## config.mk

```make
export PLATFORM = sky130hd
export DESIGN_NAME = align_shf_pipe
export DESIGN_NICKNAME = d
export VERILOG_FILES = /design/src/rtl/vfpu_align_pkg.sv /design/src/rtl/align_shf_stage.sv /design/src/rtl/align_shf_pipe.sv
export SDC_FILE = /design/constraint.sdc
export NUM_CORES = 1
export LEC_CHECK = 0
export CAP_MARGIN = 10
export CORE_MARGIN = 3
export CORE_UTILIZATION = 50
export CTS_CLUSTER_SIZE = 8
export DETAILED_ROUTE_END_ITERATION = 10
export HOLD_SLACK_MARGIN = 0.02
export PLACE_DENSITY = 0.82
export SLEW_MARGIN = 20
export SYNTH_ARGS = -nofsm -noshare
export SYNTH_HDL_FRONTEND = slang
export SYNTH_SLANG_ARGS = --single-unit
```

## constraint.sdc

```tcl
create_clock -name clk -period 2.1 [get_ports clk]
set_clock_uncertainty 0.05 [all_clocks]
set_input_delay 0.42 -clock clk [delete_from_list [all_inputs] [get_ports clk]]
set_output_delay 0.42 -clock clk [all_outputs]
set_load 0.05 [all_outputs]
```

## src/rtl/vfpu_align_pkg.sv

```systemverilog
// Shared defaults and payload layout for the FMA addend alignment shifter.
package vfpu_align_pkg;

  localparam int FRAC_W_DEF  = 24;
  localparam int MAX_SHF_DEF = 74;
  localparam int SHF_W_DEF   = 7;
  localparam int TAG_W_DEF   = 4;

  // Window width: the fraction sits on top of MAX_SHF guard positions.
  function automatic int out_w(input int frac_w, input int max_shf);
    return frac_w + max_shf;
  endfunction

  localparam int OUT_W_DEF = out_w(FRAC_W_DEF, MAX_SHF_DEF);

  // Stage payload in the default configuration.
  // res holds the coarse-shifted window. shf_lo is the pending fine shift.
  // sticky is set when the beat overflowed with a nonzero fraction.
  typedef struct packed {
    logic [OUT_W_DEF-1:0] res;
    logic [2:0]           shf_lo;
    logic                 inv;
    logic                 sticky;
    logic [TAG_W_DEF-1:0] tag;
  } align_pay_t;

endpackage

```

## src/rtl/align_shf_stage.sv

```systemverilog
// Generic enable/valid pipeline register carrying an arbitrary payload.
import vfpu_align_pkg::*;

module align_shf_stage #(
  parameter type pay_t = align_pay_t
) (
  input  logic clk,
  input  logic rst,
  input  logic flush,
  input  logic en,
  input  logic vld_d,
  input  pay_t pay_d,
  output logic vld_q,
  output pay_t pay_q
);

  // Valid clears on flush. Payload only loads when the stage advances.
  always_ff @(posedge clk) begin
    if (rst) begin
      vld_q <= 1'b0;
      pay_q <= '0;
    end else begin
      if (en) pay_q <= pay_d;
      if (flush)   vld_q <= 1'b0;
      else if (en) vld_q <= vld_d;
    end
  end

endmodule

```

## src/rtl/align_shf_pipe.sv

```systemverilog
// Two-stage addend alignment shifter.
// Stage A does the coarse shift (a multiple of 8). Stage B does the fine
// shift, saturation and inversion.
import vfpu_align_pkg::*;

module align_shf_pipe #(
  parameter int FRAC_W  = FRAC_W_DEF,
  parameter int MAX_SHF = MAX_SHF_DEF,
  parameter int SHF_W   = SHF_W_DEF,
  parameter int TAG_W   = TAG_W_DEF,
  localparam int OUT_W  = out_w(FRAC_W, MAX_SHF)
) (
  input  logic              clk,
  input  logic              rst,
  input  logic              flush,
  input  logic              in_valid,
  output logic              in_ready,
  input  logic [FRAC_W-1:0] in_frac,
  input  logic [SHF_W-1:0]  in_shf,
  input  logic              in_inv,
  input  logic [TAG_W-1:0]  in_tag,
  output logic              out_valid,
  input  logic              out_ready,
  output logic [OUT_W-1:0]  out_res,
  output logic              out_sticky,
  output logic [TAG_W-1:0]  out_tag
);

  if ((1 << SHF_W) <= MAX_SHF) begin : g_bad_shf_w
    $error("align_shf_pipe: SHF_W too narrow for MAX_SHF");
  end
  if (SHF_W < 4) begin : g_bad_shf_min
    $error("align_shf_pipe: SHF_W must be at least 4");
  end

  typedef struct packed {
    logic [OUT_W-1:0] res;
    logic [2:0]       shf_lo;
    logic             inv;
    logic             sticky;
    logic [TAG_W-1:0] tag;
  } pay_t;

  typedef struct packed {
    logic [OUT_W-1:0] res;
    logic             sticky;
    logic [TAG_W-1:0] tag;
  } out_t;

  logic v_a, v_b, en_a, en_b;
  pay_t pay_a_d, pay_a_q;
  out_t pay_b_d, pay_b_q;
  logic [SHF_W-1:0] coarse;
  logic             sat;

  // Bubbles collapse: a stage advances when it is empty or downstream moves.
  assign en_b     = !v_b || out_ready;
  assign en_a     = !v_a || en_b;
  assign in_ready = en_a && !flush && !rst;

  // Coarse shift plus overflow detection.
  // An overflowed beat with a nonzero fraction is marked through sticky and
  // zeroed in stage B. With a zero fraction the window is already zero.
  always_comb begin
    pay_a_d        = '0;
    coarse         = {in_shf[SHF_W-1:3], 3'b000};
    sat            = in_shf > SHF_W'(MAX_SHF);
    pay_a_d.res    = sat ? '0 : ({in_frac, {MAX_SHF{1'b0}}} >> coarse);
    pay_a_d.shf_lo = sat ? 3'd0 : in_shf[2:0];
    pay_a_d.inv    = in_inv;
    pay_a_d.sticky = sat && (|in_frac);
    pay_a_d.tag    = in_tag;
  end

  align_shf_stage #(.pay_t(pay_t)) u_stg_a (
    .clk   (clk),
    .rst   (rst),
    .flush (flush),
    .en    (en_a),
    .vld_d (in_valid && in_ready),
    .pay_d (pay_a_d),
    .vld_q (v_a),
    .pay_q (pay_a_q)
  );

  // Fine shift, saturation and inversion. Sticky is never inverted.
  always_comb begin
    pay_b_d        = '0;
    pay_b_d.res    = (pay_a_q.sticky ? '0 : (pay_a_q.res >> pay_a_q.shf_lo))
                     ^ {OUT_W{pay_a_q.inv}};
    pay_b_d.sticky = pay_a_q.sticky;
    pay_b_d.tag    = pay_a_q.tag;
  end

  align_shf_stage #(.pay_t(out_t)) u_stg_b (
    .clk   (clk),
    .rst   (rst),
    .flush (flush),
    .en    (en_b),
    .vld_d (v_a),
    .pay_d (pay_b_d),
    .vld_q (v_b),
    .pay_q (pay_b_q)
  );

  assign out_valid  = v_b;
  assign out_res    = pay_b_q.res;
  assign out_sticky = pay_b_q.sticky;
  assign out_tag    = pay_b_q.tag;

endmodule

```

==> flow_summary_export.csv <==
group,metric,value,unit
timing,maxSlewViolCount,0,
global_routing,grt.total_usage,0.275,
layout,multi_input_area,7540,µm²
drt,wl_met3,2860,µm
worst_setup_path,path_cells,"buf_6, buf_12, mux4_2, mux2i_1, mux2i_1, nand3_1",
worst_setup_path,cp-end-kind,"flip-flop",
floorplan,start_util,0.518,
floorplan,core_area,23800,µm²
synth,ys_ff_latch,212,
layout,fin_nets,1456,
global_routing,antenna_found_initial,0,
clock_tree,htree_levels,1,
layout,area_growth,25.1,%
power,leakage,6.65,nW
layout,instances_no_fill,1739,
flow_run,cap_violations,0,
layout,antenna_cells,0,
layout,drive_above_1_share,0.194,
synth,ys_async_sr_fraction,0,
clock_tree,root_buffer,"clkbuf_16",
global_routing,grt_max_degree,89,
placement,dp_cells,1695,
synth,syn_area_per_cell,9.88,µm²
power,irDropWorstVdd,0.572,mV
layout,fin_area,15400,µm²
worst_setup_path,critical_path_class,"reg -> reg",
global_routing,grt_pass1_vias,10700,
floorplan,ioPinCount,146,
layout,final_common_cell,"dfxtp_1",
timing,finalHoldViolCount,0,
global_routing,overflow,0,
synth,synth_nets,1289,
placement,io_buffers,145,
floorplan,rows,56,
floorplan,fp.dieW,163,µm
synth,synth_warnings,0,
drt,antenna_left,0,
clock_tree,ctsHoldBuffers,0,
worst_setup_path,critical-path-top-delay-family,"multiplexers",
global_routing,grt_pass1_wl,58800,µm
timing,max_freq,492,MHz
timing,period_minus_slack,2.03,ns
synth,synth_cells,1248,
layout,most-common-layout-cells,"dfxtp_1 (208), mux2i_1 (207), nand2_1 (141)",
timing,fin_crit_sh,0.968,
drt,wirelength,37300,µm
worst_hold_path,hold_path_class,"in -> reg",
worst_setup_path,worstPathMaxFanout,13,
synth,synth_area,12300,µm²
floorplan,die_h,163,µm
drt,m1WireLength,15600,µm
timing,tns,0,ns
timing,rsz0062_at_grt,"yes",
timing,finalSetupViolCount,0,
clock_tree,clk_pin_slew,0.05,ns
placement,dpl.hpwl,26300,µm
drt,dr.max_layer_used,"met4",
clock_tree,clock_latency,0.54,ns
drt,drt_iter0_drc,1379,
placement,dpl_cell_area,14600,µm²
placement,place_congestion,0.917,
drt,dr_total_vias,10900,
worst_setup_path,worstPathRequired,2.44,ns
drt,wl_met2,17700,µm
worst_setup_path,slowest_delay,0.57,ns
drt,avgRoutedWirePerCell,21.4,µm
worst_setup_path,start_kind,"flip-flop",
synth,synth_ff_type,"dfxtp_1",
status,status,"finished clean",
clock_tree,numCtsBuffers,30,
worst_setup_path,cpMostUsedCell,"mux2i_1",
synth,synthTopCellsByArea,"dfxtp_1 (34%), mux2i_1 (17%), mux4_2 (17%)",
power,power.density,682,nW/µm²
layout,ff_latch_area,4260,µm²
timing,tightest_slew,0.578,ns
layout,fin_util,0.648,
clock_tree,cts_sinks,212,
clock_tree,cts_buffer_depth,3,
timing,max-slew-margin-rel,0.614,
layout,n_fill_cell,1878,
drt,first_pass_iters,6,
floorplan,dieArea,26600,µm²
worst_setup_path,cp_data_arrival_time,2.38,ns
drt,drt-vias-per-instance,6.25,
synth,yosys.area.top_type,"dfxtp_1",
synth,yosysSeqAreaShare,0.344,
synth,synth_edf_count,0,
synth,yosysTopAreaCellShare,0.344,
worst_setup_path,critPathSlowestCell,"mux4_2",
clock_tree,tritoncts,"built",
drt,drc_errors,0,
worst_setup_path,cp_num_buf_inv,2,
synth,synth_cell_types,51,
report_power, final:
group	switching, W	leakage [nW]	internal [W]	total [W]
Sequential	0.000156	1.74	0.00421	0.00436
Clock	0.00164	0.389	0.00259	0.00423
Combinational	0.00118	4.52	0.000753	0.00193
Total	0.00298	6.65	0.00755	0.0105
final timing paths:
check | startpoint | endpoint | slack [ns] | cells past startpoint
max | u_stg_a.pay_q[6] | u_stg_b.pay_q[35] | 0.07 | 6
min | rst | u_stg_a.pay_q[6] | 0.23 | 2
max reg2reg | u_stg_a.pay_q[6] | u_stg_b.pay_q[35] | 0.07 | 6
min reg2reg | u_stg_b.pay_q[2] | u_stg_b.pay_q[2] | 0.40 | 2
per-stage QoR:
stage          setup WS [ns]  power (W)  hold WS, ns
6_report              0.0669     0.0105        0.233
5_1_grt              -0.0146     0.0109        0.252
4_1_cts              -0.0475     0.0105        0.220
3_5_place_dp          -0.103    0.00641        0.393
3_3_place_gp         -0.0318    0.00637        0.390
2_1_floorplan        0.00380    0.00567        0.379
synth_stat cells, drive strengths merged (4+ instances only):
cell type,n
dfxtp,212
mux2i,211
nand2,141
nor2,103
nand3,102
mux4,92
a22oi,80
clkbuf,68
buf,57
a21oi,39
o22ai,20
nand2b,14
nand3b,13
nor2b,12
a22o,8
mux2,8
nor3,8
o31ai,8
and2,6
nor4,6
o21ai,5
or3,5
a211oi,4
layer usage:
| metal | up-vias | global-route usage |
|---|---|---|
| met5 | - | 0 |
| met3 | 84 | 0.0413 |
| met1 | 5280 | 0.382 |
| li1 | 4966 | - |
| met4 | 0 | 0.0830 |
| met2 | 534 | 0.447 |
flip-flops by register name, indices dropped and copies added (netlist names):
| name | cells |
|---|---|
| u_stg_a.pay_q | 107 |
| u_stg_b.pay_q | 103 |
| u_stg_b.vld_q | 1 |
| u_stg_a.vld_q | 1 |
cell families after synthesis:
logic type      share of synthesized area
mux                                 0.347
simple gates                        0.159
xor+xnor                          0.00213
buf+inv                            0.0487
compound gates                     0.0995
flops                               0.344
what timing repair did:
action	in CTS	in global routing
setup buffers	0	6
gates resized for setup	104	9
setup endpoints to repair	126	74
pin swaps	0	1
cloned	0	1
layout make-up:
cell class,instances,share of cell area
clock buffer,37,0.0517
inverter,2,0.000487
multi-input combinational,909,0.489
sequential,212,0.276
tap,319,0.0259
timing repair buffer,260,0.157
No activity file was read; power rests on OpenSTA's default activity.
